[src/rtl/img_stream_pkg.sv]
// Shared constants and fetch-FSM encoding for the output-memory image streamer.
// A line is 16 pixels of 8 bits; the line index is 7 bits, so up to 127 lines per frame.
package img_stream_pkg;

    localparam int PIX_W          = 8;
    localparam int PIX_PER_LINE   = 16;
    localparam int CNT_W          = 4;
    localparam int LINE_IDX_W     = 7;
    localparam int DEF_NUM_LINES  = 64;
    localparam int DEF_RD_LATENCY = 2;

    typedef enum logic [1:0] {
        F_IDLE = 2'd0,
        F_WAIT = 2'd1,
        F_CAP  = 2'd2,
        F_HOLD = 2'd3
    } fetch_state_t;

endpackage

[src/rtl/img_line_serializer.sv]
// Turns one loaded 128-bit line into 16 registered pixels, LSB byte first.
// A load lands the same cycle the last byte is accepted; pixels hold while i_ready is low.
module img_line_serializer
    import img_stream_pkg::*;
#(
    parameter int DATA_W = 128
) (
    input  logic              clk,
    input  logic              reset,
    input  logic              i_load,
    input  logic [DATA_W-1:0] i_line,
    input  logic              i_ready,
    output logic [PIX_W-1:0]  o_data,
    output logic              o_valid,
    output logic              o_eol,
    output logic [CNT_W-1:0]  o_byte_cnt,
    output logic              o_free,
    output logic              o_last_accepted
);

    logic [DATA_W-1:0] r_buf;
    logic [CNT_W-1:0]  r_cnt;
    logic              r_valid;

    logic w_accept;
    logic w_last;

    assign w_accept = r_valid & i_ready;
    assign w_last   = w_accept & (r_cnt == CNT_W'(PIX_PER_LINE - 1));

    // The buffer shifts down on each accept so the current pixel is always the low byte.
    always_ff @(posedge clk) begin
        if (reset) begin
            r_buf   <= '0;
            r_cnt   <= '0;
            r_valid <= 1'b0;
        end else if (i_load) begin
            r_buf   <= i_line;
            r_cnt   <= '0;
            r_valid <= 1'b1;
        end else if (w_last) begin
            r_valid <= 1'b0;
        end else if (w_accept) begin
            r_buf <= r_buf >> PIX_W;
            r_cnt <= r_cnt + CNT_W'(1);
        end
    end

    assign o_data          = r_buf[PIX_W-1:0];
    assign o_valid         = r_valid;
    assign o_eol           = r_valid & (r_cnt == CNT_W'(PIX_PER_LINE - 1));
    assign o_byte_cnt      = r_cnt;
    assign o_free          = ~r_valid | w_last;
    assign o_last_accepted = w_last;

endmodule

[src/rtl/img_out_streamer.sv]
// Streams a mapped frame from output memory as 8-bit pixels with one line prefetched; first pixel 5 cycles after start.
// pix_ready low stalls the pixel register, and the fetcher parks in F_HOLD until the prefetch slot frees.
module img_out_streamer
    import img_stream_pkg::*;
#(
    parameter int NUM_LINES  = DEF_NUM_LINES,
    parameter int RD_LATENCY = DEF_RD_LATENCY,
    parameter int ADDR_W     = 16,
    parameter int DATA_W     = 128
) (
    input  logic              clk,
    input  logic              reset,
    input  logic              start,
    output logic [ADDR_W-1:0] out_mem_rd_addr,
    input  logic [DATA_W-1:0] out_mem_rd_data,
    output logic [PIX_W-1:0]  pix_data,
    output logic              pix_valid,
    input  logic              pix_ready,
    output logic              pix_sof,
    output logic              pix_eol,
    output logic              pix_eof,
    output logic              busy,
    output logic              stream_done
);

    localparam int WCNT_W = (RD_LATENCY > 1) ? $clog2(RD_LATENCY) : 1;

    fetch_state_t           r_state;
    fetch_state_t           w_state_nxt;
    logic [WCNT_W-1:0]      r_wait_cnt;
    logic [LINE_IDX_W-1:0]  r_line_idx;
    logic [ADDR_W-1:0]      r_addr;
    logic [DATA_W-1:0]      r_next_buf;
    logic                   r_next_valid;
    logic [LINE_IDX_W-1:0]  r_lines_loaded;
    logic                   r_busy;
    logic                   r_done;

    logic                   w_start;
    logic                   w_go_fetch;
    logic                   w_cap;
    logic                   w_wait_inc;
    logic [ADDR_W-1:0]      w_addr_nxt;
    logic                   w_load;
    logic                   w_free;
    logic                   w_last_acc;
    logic                   w_eof_acc;
    logic [CNT_W-1:0]       w_byte_cnt;
    logic                   w_first_line;
    logic                   w_final_line;

    // The done cycle still blocks start so a new frame never overlaps the completion pulse.
    assign w_start = start & ~r_busy & ~r_done;

    always_comb begin
        w_state_nxt = r_state;
        w_go_fetch  = 1'b0;
        w_cap       = 1'b0;
        w_wait_inc  = 1'b0;
        w_addr_nxt  = r_addr;
        case (r_state)
            F_IDLE: begin
                if (w_start) begin
                    w_state_nxt = F_WAIT;
                    w_go_fetch  = 1'b1;
                    w_addr_nxt  = '0;
                end
            end
            F_WAIT: begin
                if (r_wait_cnt == WCNT_W'(RD_LATENCY - 1)) begin
                    w_state_nxt = F_CAP;
                end else begin
                    w_wait_inc = 1'b1;
                end
            end
            F_CAP: begin
                w_cap       = 1'b1;
                w_state_nxt = F_HOLD;
            end
            F_HOLD: begin
                if (r_line_idx == LINE_IDX_W'(NUM_LINES)) begin
                    w_state_nxt = F_IDLE;
                end else if (!r_next_valid) begin
                    w_state_nxt = F_WAIT;
                    w_go_fetch  = 1'b1;
                    w_addr_nxt  = ADDR_W'(r_line_idx);
                end
            end
            default: w_state_nxt = F_IDLE;
        endcase
    end

    always_ff @(posedge clk) begin
        if (reset) begin
            r_state    <= F_IDLE;
            r_wait_cnt <= '0;
            r_line_idx <= '0;
            r_addr     <= '0;
        end else begin
            r_state <= w_state_nxt;
            r_addr  <= w_addr_nxt;
            if (w_go_fetch) begin
                r_wait_cnt <= '0;
            end else if (w_wait_inc) begin
                r_wait_cnt <= r_wait_cnt + WCNT_W'(1);
            end
            if (w_start) begin
                r_line_idx <= '0;
            end else if (w_cap) begin
                r_line_idx <= r_line_idx + LINE_IDX_W'(1);
            end
        end
    end

    // Capture only happens with the slot empty, so capture and hand-off never collide.
    assign w_load = r_next_valid & w_free;

    always_ff @(posedge clk) begin
        if (reset) begin
            r_next_buf   <= '0;
            r_next_valid <= 1'b0;
        end else begin
            if (w_cap) begin
                r_next_buf   <= out_mem_rd_data;
                r_next_valid <= 1'b1;
            end else if (w_load) begin
                r_next_valid <= 1'b0;
            end
        end
    end

    img_line_serializer #(
        .DATA_W (DATA_W)
    ) u_ser (
        .clk             (clk),
        .reset           (reset),
        .i_load          (w_load),
        .i_line          (r_next_buf),
        .i_ready         (pix_ready),
        .o_data          (pix_data),
        .o_valid         (pix_valid),
        .o_eol           (pix_eol),
        .o_byte_cnt      (w_byte_cnt),
        .o_free          (w_free),
        .o_last_accepted (w_last_acc)
    );

    // r_lines_loaded is the 1-based index of the line now held by the serializer.
    assign w_first_line = (r_lines_loaded == LINE_IDX_W'(1));
    assign w_final_line = (r_lines_loaded == LINE_IDX_W'(NUM_LINES));
    assign w_eof_acc    = w_last_acc & w_final_line;

    always_ff @(posedge clk) begin
        if (reset) begin
            r_lines_loaded <= '0;
            r_busy         <= 1'b0;
            r_done         <= 1'b0;
        end else begin
            if (w_start) begin
                r_lines_loaded <= '0;
            end else if (w_load) begin
                r_lines_loaded <= r_lines_loaded + LINE_IDX_W'(1);
            end
            if (w_start) begin
                r_busy <= 1'b1;
            end else if (w_eof_acc) begin
                r_busy <= 1'b0;
            end
            r_done <= w_eof_acc;
        end
    end

    assign out_mem_rd_addr = r_addr;
    assign pix_sof         = pix_valid & w_first_line & (w_byte_cnt == '0);
    assign pix_eof         = pix_valid & w_final_line & (w_byte_cnt == CNT_W'(PIX_PER_LINE - 1));
    assign busy            = r_busy;
    assign stream_done     = r_done;

endmodule

[config.mk]
export PLATFORM = sky130hd
export DESIGN_NAME = img_out_streamer
export DESIGN_NICKNAME = d
export VERILOG_FILES = /design/src/rtl/img_stream_pkg.sv /design/src/rtl/img_line_serializer.sv /design/src/rtl/img_out_streamer.sv
export SDC_FILE = /design/constraint.sdc
export NUM_CORES = 1
export LEC_CHECK = 0
export BUFFER_PORTS_ARGS = -buffer_cell sky130_fd_sc_hd__buf_2
export CAP_MARGIN = 25
export CORE_MARGIN = 2
export CORE_UTILIZATION = 35
export CTS_BUF_LIST = sky130_fd_sc_hd__clkbuf_8
export DETAILED_ROUTE_END_ITERATION = 10
export PLACE_DENSITY = 0.59
export SYNTH_ARGS = -nofsm -noshare
export SYNTH_HDL_FRONTEND = slang
export SYNTH_HIERARCHICAL = 1
export SYNTH_SLANG_ARGS = --single-unit
[constraint.sdc]
create_clock -name clk -period 2.57 [get_ports clk]
set_clock_uncertainty 0.15 [all_clocks]
set_input_delay 0.1285 -clock clk [delete_from_list [all_inputs] [get_ports clk]]
set_output_delay 0.1285 -clock clk [all_outputs]
set_load 0.01 [all_outputs]
==> qor.yml, run 1 <==
outcome: "finished clean"
tightestPinTransition_ns: 0.7018
track_usage: 0.1736
worstSetupStartpoint: "u_ser/o_byte_cnt[0]"
initial_core_util: 0.3524
hp-start: "out_mem_rd_data[127]"
placed_cell_area_mm2: 0.01386
drc: 0
routabilityCongestion: 0.7598
viasPerCell: 5.096
synth-edff-count: 0
final_hold_viol_count: 0
reg2reg_from: "u_ser/o_byte_cnt[0]"
ys.flop_type: "dfxtp_1"
dp_slack_ns: 0.2015
setup_viol: 0
max-slew-margin-rel: 0.5321
leakagePower_nw: 5.568
layout-drive-gt1-share: 0.2219
cp-end-kind: "flop"
hold_slack_ns: 0.1620
yosys_warnings: 6
port_buffers: 152
async_flop_share: 0
syn_area_per_cell_um2: 9.565
internal_power_mw: 9.002
htree_levels: 2
swShare: 0.3186
worstPathArrival_ns: 2.67
hpwl_um: 20350
clockPowerShare: 0.299
cts_buffers: 50
grt_start_max_net_pins: 127
cts_tree: "built"
crit_fanout: 49
synth_area_mm2: 0.01281
wire_per_inst_um: 16.46
cts-root-buf: "clkbuf_8"
slew_viol_final: 0
p_comb_frac: 0.270
dieArea_mm2: 0.03814
core_area_mm2: 0.03635
cts.sink_count: 288
synth_top_area_share: 0.4502
max-cap-violations: 0
synth_cell_types: 47
via_count: 10590
fin_area_mm2: 0.01630
fin_crit_ns: 2.340
p_per_area_mw_per_mm2: 810.2
p_seq_frac: 0.431
period_share: 0.9105
die_width_um: 195.3
hp-class: "in2reg"
syn_inst: 1339
grt_pass1_wl_um: 54760
ant_nets: 0
io-pin-count: 162
ir_drop_v: 0.0005116
grt-ovfl-total: 0
first_pass_iters: 7
fin_nets: 1722
clock.fmax_ghz: 0.4274
num_rows: 70
path_clk_slew_ns: 0.06
synthTopCellsByArea: "dfxtp_1, a221oi_2, mux2i_1"
chipHeight_um: 195.3
fin_ws_ns: 0.2301
cts_buffer_depth: 3
setup.worst_path.start_class: "flop"
crit_required_ns: 2.90
finalSetupTns_ns: 0
crit_type: "reg2reg"
drt-initial-drc-count: 617
area_growth_pct: 27.31
grt_pass1_vias: 10570
switching_power_mw: 4.209
synth-seq-cells: 288
synth_top_area_cell: "dfxtp_1"
totalWireLength_um: 34200
yosysSeqAreaShare: 0.4502
insertion_delay_ns: 0.58
antenna_found_initial: 1
rsz0062_at_grt: "false"
-- flip-flops by register name (all words and copies together) (netlist names) --
register / count
r_line_idx: 7
r_lines_loaded: 7
u_ser/r_buf: 128
busy: 1
stream_done: 1
r_next_buf: 128
r_state: 2
r_wait_cnt: 1
out_mem_rd_addr: 7
r_next_valid: 1
u_ser/o_valid: 1
u_ser/o_byte_cnt: 4
-- synthesized netlist by cell type (2+ instances only) --
| master | number |
|---|---|
| a221oi_1 | 21 |
| a21oi_1 | 19 |
| o21ai_1 | 47 |
| o211ai_1 | 8 |
| buf_4 | 22 |
| a22o_1 | 6 |
| buf_6 | 13 |
| clkbuf_2 | 7 |
| mux2i_1 | 130 |
| or3_1 | 3 |
| o41ai_1 | 2 |
| inv_1 | 134 |
| buf_2 | 33 |
| xnor2_1 | 6 |
| and3_1 | 3 |
| dfxtp_1 | 288 |
| and2_1 | 2 |
| clkbuf_1 | 58 |
| nor3_1 | 4 |
| xor2_1 | 4 |
| buf_1 | 16 |
| a31oi_1 | 120 |
| nand2_1 | 23 |
| o21ai_0 | 81 |
| or2_2 | 2 |
| nor4_1 | 2 |
| nand3_1 | 7 |
| nand2b_1 | 3 |
| ha_1 | 11 |
| nand4_1 | 3 |
| a221oi_2 | 99 |
| nor2_1 | 147 |
-- logic make-up (layout without fill, tap and decap cells) --
kind of cell             after synthesis  after routing  synth area share
other                                  1             10         0.0002928
XOR/XNOR                              10             10          0.006838
AO/OA/AOI/OAI                        411            411            0.2620
buffers and inverters                284            546            0.1012
multiplexers                         130            130            0.1016
flip-flops                           288            288            0.4502
AND/OR/NAND/NOR                      204            204           0.06712
adder cells (fa/ha/maj)               11             11           0.01075
-- final timing paths --
path                       to  slack (ns)  cells past startpoint
max           u_ser/r_buf[61]        0.23                      8
min           r_next_buf[127]        0.16                      4
min reg2reg  u_ser/r_buf[121]        0.32                      2
max reg2reg   u_ser/r_buf[61]        0.23                      8
-- routing by layer --
layer,global-route usage,routed length (um),vias to the layer above
li1,-,-,5248
met1,0.2296,15980,5081
met2,0.2933,16360,211
met3,0.02798,1233,49
met4,0.04806,616,0
met5,0,0,-
-- timing repair --
item / CTS / global route
gates resized for setup: 0 / 1
setup buffers: 0 / 0
endpoints found under the setup margin: 0 / 1
hold buffers: 151 / 0
hold endpoints to repair: 153 / 0
-- per-stage QoR --
stage | power [mW] | utilization | cells
CTS | 13.38 | 0.4484 | 2077
floorplan | 8.263 | - | 1347
global route | 14.02 | 0.4486 | 2078
global placement | 9.046 | 0.3812 | 1844
finish | 13.21 | 0.4486 | 2078
detailed placement | 9.120 | 0.3812 | 1844
-- placed cells by master (no fill, tap or decap), types with 2 or more instances in the layout --
master and n:
a21oi_1 19, nand2_1 23, nor3_1 4, mux2i_1 130, nand2b_1 3, a221oi_2 99
clkbuf_8 61, o21ai_0 80, buf_12 17, ha_1 10, a22o_1 6, o21ai_1 48
a31oi_1 120, xor2_1 4, buf_2 151, nand4_1 3, conb_1 9, nor4_1 2
dfxtp_1 288, and3_1 2, or2_2 2, buf_4 9, clkinv_2 5, nand3_1 6
a221oi_1 21, o41ai_1 2, dlygate4sd3_1 151, or3_1 3, xnor2_1 6, nor2_1 147
inv_1 148, o211ai_1 8
-- power groups by stage --
stage | Clock [mW] | Sequential [mW] | Combinational [mW]
finish | 3.95 | 5.70 | 3.57
global route | 4.29 | 5.78 | 3.94
CTS | 4.10 | 5.70 | 3.58
detailed placement | 0 | 5.79 | 3.33
global placement | 0 | 5.77 | 3.27
floorplan | 0 | 5.59 | 2.67
-- cell type report --
| cell class | count | area [um2] |
|---|---|---|
| Tap cell | 468 | 585.6 |
| Inverter | 135 | 519.2 |
| Multi-Input combinational cell | 775 | 5813 |
| Antenna cell | 1 | 2.502 |
| Sequential cell | 288 | 5766 |
| Timing Repair Buffer | 329 | 2690 |
| Clock buffer | 61 | 839.6 |
| Clock inverter | 21 | 88.84 |
| Fill cell | 3430 | 20040 |
-- worst max-delay path: stages, from the launching register on --
cell,delay (ns)
dfxtp_1,0.41
ha_1,0.26
nand3_4,0.10
o21ai_1,0.18
nand2_1,0.21
clkinv_8,0.23
buf_12,0.28
a31oi_1,0.10
a221oi_2,0.28
(Power assumes the default switching activity.)
==> run 2, diff against run 1 <==
Settings changed: SYNTH_HIERARCHICAL 1 to unset.
==> run 2 against run 1 <==
Effect of this change:
- combinational power fell by 35%
- maximum frequency shrank 1.7%
- first-iteration DRC count fell by 7.0%
- synthesized cell count is 11% lower
- register-to-register slack got worse by 0.04 ns
- non-clock buffer count shrank 22
- sequential share of layout area rose by 2.7 points
- wire length is 13% lower
- critical endpoint is now u_ser.r_buf[69]
==> qor.yml, run 2 <==
crit_family: "compound AO/OA/AOI/OAI gates"
drt-initial-drc-count: 574  # -7.0%
setup.worst_path.start_class: "flop"
routabilityCongestion: 0.8038  # +5.8%
cts_resized: 0  # unchanged
ys.flop_type: "dfxtp_1"
yosys_warnings: 0  # -6
finalPower_mw: 11.59  # -12%
crit_cells: 6  # -2
period_share: 0.9263  # +0.01582
synth_top_family_by_area: "simple AND/OR/NAND/NOR gates"
fin_area_mm2: 0.01513  # -7.2%
dieArea_mm2: 0.03519  # -7.7%
synth_top_area_share: 0.4888  # +0.03858
finalSetupTns_ns: 0  # unchanged
fin_nets: 1582  # -8.1%
layout-drive-gt1-share: 0.1739  # -0.04793
chipHeight_um: 187.6  # -3.9%
critical_path_buf_inv_count: 1  # -1
first_pass_iters: 5  # -2
worstRegToRegCells: 6  # -2
rsz0062_at_grt: "false"
slowest_delay_ns: 0.41  # about the same
max-cap-violations: 0  # unchanged
worstPathArrival_ns: 2.71  # +0.04 ns
crit_required_ns: 2.90  # about the same
synth_area_mm2: 0.01180  # -7.9%
tightestPinTransition_ns: 0.7670  # +0.06521 ns
cp_cell_sequence: "ha_1 > nand4_2 > a21bo_1 > nor2_4 > buf_12 > a221o_1"
dp.cells: 1706  # -7.5%
synth.most_common_cell: "dfxtp_1"
initial_core_util: 0.3536  # +0.001201
yosysSeqAreaShare: 0.4888  # +0.03858
wire_per_inst_um: 15.60  # -5.2%
insertion_delay_ns: 0.55  # -0.03 ns
critical_path.slowest_cell: "a21bo_1"
cts_buffers: 48  # -4.0%
fin_crit_ns: 2.381  # +0.04065 ns
fin_cells: 1914  # -7.9%
synth_mux_area_frac: 0.1113  # +0.009662
ant_nets: 0  # unchanged
slew_viol_final: 0  # unchanged
grt_start_max_net_pins: 103  # -19%
crit_fanout: 68  # +39%
grt_pass1_wl_um: 47980  # -12%
grt-ovfl-total: 0  # unchanged
clock.fmax_ghz: 0.4201  # -1.7%
via_count: 9435  # -11%
die_width_um: 187.6  # -3.9%
setup_viol: 0  # unchanged
max-slew-margin-rel: 0.4887  # -0.04347
syn_inst: 1189  # -11%
leakagePower_nw: 6.309  # +13%
io-pin-count: 162  # unchanged
cts-root-buf: "clkbuf_8"
outcome: "finished clean"
synth_top_area_cell: "dfxtp_1"
area_growth_pct: 28.29
grt_pass1_vias: 9323  # -12%
synth_compound_area_frac: 0.1273  # -0.1347
fillers: 3181  # -7.3%
crit_type: "reg2reg"
p_per_area_mw_per_mm2: 765.5  # -5.5%
layout.cells.most_common_list: "dfxtp_1, nor2_1, buf_2, mux2i_1, dlygate4sd3_1"
min_delay_path_depth: 2  # -2
synth-seq-cells: 288  # unchanged
hold_buffers: 130  # -14%
postCtsSetupBuffers: 0  # unchanged
final_hold_viol_count: 0  # unchanged
ir_drop_v: 0.0004388  # -14%
synth-edff-count: 0  # unchanged
syn_area_per_cell_um2: 9.921  # +3.7%
hp-class: "in2reg"
track_usage: 0.1641  # -0.009473
cts.sink_count: 288  # unchanged
port_buffers: 152  # unchanged
diodes: 0  # -1
htree_levels: 2  # unchanged
core_area_mm2: 0.03336  # -8.2%
placed_cell_area_mm2: 0.01289  # -7.0%
synth_cell_types: 48  # +2.1%
hpwl_um: 18100  # -11%
synthXorXnorAreaFrac: 0.007425  # +0.0005861
totalWireLength_um: 29860  # -13%
drc: 0  # unchanged
largestRegisters: "r_next_buf x128, u_ser.r_buf x128"
path_clk_slew_ns: 0.06  # about the same
synthTopCellsByArea: "dfxtp_1, mux2i_1, a221o_1"
async_flop_share: 0  # unchanged
synth_common_cells: "dfxtp_1, nor2_1, mux2i_1, a221o_1, and3_1"
yosys.area_share.adder: 0.01273  # +0.001982
antenna_found_initial: 0  # -1
synth-simple-area-share: 0.1998  # +0.1327
cp-end-kind: "flop"
final_common_cell: "dfxtp_1"
num_rows: 67  # -4.3%
cts_buffer_depth: 3  # unchanged
viasPerCell: 4.929  # -3.3%
cts_tree: "built"
run 2: worst paths after layout:
path	startpoint	end	slack, ns
max reg2reg	u_ser.o_byte_cnt[0]	u_ser.r_buf[69]	0.19
min reg2reg	r_next_buf[121]	u_ser.r_buf[121]	0.31
min	reset	r_next_buf[31]	0.0006
max	u_ser.o_byte_cnt[0]	u_ser.r_buf[69]	0.19
run 2: power by group:
part	internal, mW	total (mW)	switching, mW
clock	2.25	4.02	1.77
combinational	1.05	2.33	1.28
sequential	4.92	5.23	0.319
total	8.22	11.6	3.37
run 2: final cells by class:
| type | instances | area [um2] | share of cell area |
|---|---|---|---|
| Sequential cell | 288 | 5766 | 0.3810 |
| Multi-Input combinational cell | 780 | 5482 | 0.3622 |
| Tap cell | 448 | 560.5 | 0.03704 |
| Inverter | 13 | 48.80 | 0.003224 |
| Clock inverter | 19 | 131.4 | 0.008681 |
| Timing Repair Buffer | 307 | 2333 | 0.1542 |
| Clock buffer | 59 | 812.0 | 0.05366 |
run 2: stage by stage:
stage / hold WS (ns) / setup slack [ns] / util
after global placement: 0.2114 / 0.3068 / 0.3863
after global routing: 0.05644 / 0.06632 / 0.4536
after CTS: 0.01273 / 0.2199 / 0.4536
final: 0.0005702 / 0.1895 / 0.4536
after floorplan: 0.1125 / 0.6805 / -
after detailed placement: 0.2181 / 0.2546 / 0.3863
run 2: cells by family (layout without fill, tap and decap cells):
kind of cell | after synthesis | in the layout
compound gates | 170 | 170
xor+xnor | 10 | 10
fa+ha+maj | 12 | 12
buf+inv | 129 | 398
flops | 288 | 288
mux | 131 | 131
other cells | 1 | 9
simple gates | 448 | 448
run 2: metal layers:
metal	vias to the layer above	GRT usage	wire, um
li1	4729	-	-
met1	4428	0.2248	14480
met2	222	0.2621	13440
met3	56	0.02957	1308
met4	0	0.05239	637
met5	-	0	0
==> run 3, diff against run 2 <==
Settings changed: ABC_AREA set to 1.
==> run 3 against run 2 <==
Effect of this change:
- combinational power grew 110%
- sequential share of layout area is 2.8 points lower
- cell count up 33%
- core utilization rose by 0.64 points
- sequential power up 26%
- maximum frequency up 1.2%
- global-route usage is 1.5 points higher
- non-clock buffer count increased by 43
- register-to-register slack gained 0.03 ns
- largest power group unchanged
==> qor.yml, run 3 <==
synth_common_cells: "nand2_1, dfxtp_1, nor2_1, a21oi_1, nand3_1"
grt_start_max_net_pins: 133  # +29%
synth_top_area_share: 0.4576  # -0.03121
antenna_found_initial: 0  # unchanged
num_rows: 69  # +3.0%
insertion_delay_ns: 0.61  # +0.06 ns
ys.flop_type: "dfxtp_1"
diodes: 0  # unchanged
crit_type: "reg2reg"
crit_fanout: 57  # -16%
io-pin-count: 162  # unchanged
utilization: 0.4600  # +0.006421
hp-class: "in2reg"
syn_area_per_cell_um2: 7.016  # -29%
synth_cell_types: 26  # -46%
synth.most_common_cell: "nand2_1"
path_clk_slew_ns: 0.06  # about the same
layout.cells.most_common_list: "nand2_1, dfxtp_1, nor2_1, a21oi_1, nand3_1"
port_buffers: 152  # unchanged
dp.cells: 2282  # +34%
ir_drop_v: 0.0004775  # +8.8%
yosysSeqAreaShare: 0.4576  # -0.03121
viasPerCell: 4.773  # -3.2%
crit_required_ns: 2.96  # +0.06 ns
synth_top_area_cell: "dfxtp_1"
cts_buffers: 51  # +6.3%
grt_pass1_vias: 11650  # +25%
p_per_area_mw_per_mm2: 956.0  # +25%
grt-ovfl-total: 0  # unchanged
outcome: "finished clean"
final_common_cell: "nand2_1"
drc: 0  # unchanged
setup.worst_path.start_class: "flop"
fillers: 3660  # +15%
cts_buffer_depth: 3  # unchanged
leakagePower_nw: 7.190  # +14%
yosys_warnings: 0  # unchanged
area_growth_pct: 29.53
cp-end-kind: "flop"
multi_input_area_mm2: 0.005881  # +7.3%
fin_cells: 2543  # +33%
worstPathArrival_ns: 2.74  # +0.03 ns
chipHeight_um: 193.7  # +3.3%
syn_inst: 1796  # +51%
wire_per_inst_um: 13.65  # -12%
routabilityCongestion: 0.7770  # -3.3%
regArea_mm2: 0.005769  # about the same
drt-initial-drc-count: 865  # +51%
synth-seq-cells: 288  # unchanged
via_count: 12140  # +29%
core_area_mm2: 0.03548  # +6.3%
rsz0062_at_grt: "false"
cts.sink_count: 288  # unchanged
period_share: 0.9151  # -0.01114
grt_pass1_wl_um: 56490  # +18%
slew_viol_final: 0  # unchanged
finalPower_mw: 15.60  # +35%
synth-edff-count: 0  # unchanged
async_flop_share: 0  # unchanged
cts_tree: "built"
die_width_um: 193.7  # +3.3%
final_hold_viol_count: 0  # unchanged
totalWireLength_um: 34720  # +16%
hold_slack_ns: 0.1290  # +0.1284 ns
max-cap-violations: 0  # unchanged
finalSetupTns_ns: 0  # unchanged
synth_area_mm2: 0.01260  # +6.8%
tightestPinTransition_ns: 0.7451  # -0.02193 ns
track_usage: 0.1792  # +0.01503
hpwl_um: 20430  # +13%
setup_viol: 0  # unchanged
postCtsSetupBuffers: 0  # unchanged
max-slew-margin-rel: 0.5033  # +0.01462
fin_nets: 2193  # +39%
cts-root-buf: "clkbuf_8"
layout-drive-gt1-share: 0.1215  # -0.05242
synthTopCellsByArea: "dfxtp_1, nand2_1, a21oi_1"
initial_core_util: 0.3551  # +0.001566
fin_crit_ns: 2.352  # -0.02862 ns
largestRegisters: "r_next_buf x128, u_ser.r_buf x128"
clock.fmax_ghz: 0.4252  # +1.2%
dieArea_mm2: 0.03754  # +6.7%
htree_levels: 2  # unchanged
first_pass_iters: 5  # unchanged
ant_nets: 0  # unchanged
run 3: cell types whose count changed in the layout (fill, tap and decap cells not counted), sizes merged, moves of 97 or more:
cell   change
a21oi    +164
a221o    -112
and3      -98
mux2i    -130
nand2    +392
nand3    +178
nor2b     -97
o21ai    +134
run 3: critical path, stage by stage, from the launching register on:
cell and delay, ns:
dfxtp_1 0.41, inv_1 0.13, ha_4 0.22, inv_8 0.25, buf_4 0.30, o21ai_0 0.11, dlygate4sd3_1 0.59, a21oi_1 0.11
run 3: what timing repair did:
item                                   in CTS  in global routing
resized for setup                           0                  1
setup endpoints to repair                   0                  1
hold buffers                              175                  0
endpoints found under the hold margin     245                  0
run 3: per-layer routing:
| layer | global-route usage | part of all wire | wire length [um] |
|---|---|---|---|
| met1 | 0.2325 | 0.47 | 16220 |
| met2 | 0.3040 | 0.47 | 16490 |
| met3 | 0.03392 | 0.039 | 1365 |
| met4 | 0.04919 | 0.019 | 645 |
| met5 | 0 | 0 | 0 |
run 3: path summary, 6_finish.rpt:
kind | from | endpoint | slack (ns) | depth (start not counted)
setup / recovery | r_state[0] | r_next_buf[19] | 0.22 | 7
hold / removal | out_mem_rd_data[80] | r_next_buf[80] | 0.13 | 4
setup reg to reg | r_state[0] | r_next_buf[19] | 0.22 | 7
hold reg to reg | r_next_buf[51] | r_next_buf[51] | 0.31 | 2
run 3: cell families (layout without fill, tap and decap cells):
group,after synthesis,count (layout),synth area share
simple gates,915,915,0.3142
buf+inv,246,524,0.08142
compound gates,330,330,0.1319
other cells,1,9,0.0002976
flops,288,288,0.4576
xor+xnor,4,4,0.002781
fa+ha+maj,12,12,0.01192
run 3: cell type report:
class	instances	area share
clock inverters	25	0.006899
inverters	88	0.02100
repair buffers	350	0.1716
well taps	461	0.03534
flip-flops and latches	288	0.3535
clock buffers	61	0.05144
multi-input cells	1270	0.3603
run 3: through the flow:
stage | instance area (um2) | setup WS [ns]
floorplan | 12630 | 0.6706
global placement | 13620 | 0.4975
detailed placement | 13620 | 0.4267
CTS | 16320 | 0.1580
global route | 16320 | 0.07446
finish | 16320 | 0.2181
run 3: where the power goes:
part | internal [mW] | leakage (nW) | switching [mW]
registers | 5.84 | 2.36 | 0.734
logic | 2.01 | 4.27 | 2.99
clock network | 2.14 | 0.565 | 1.89
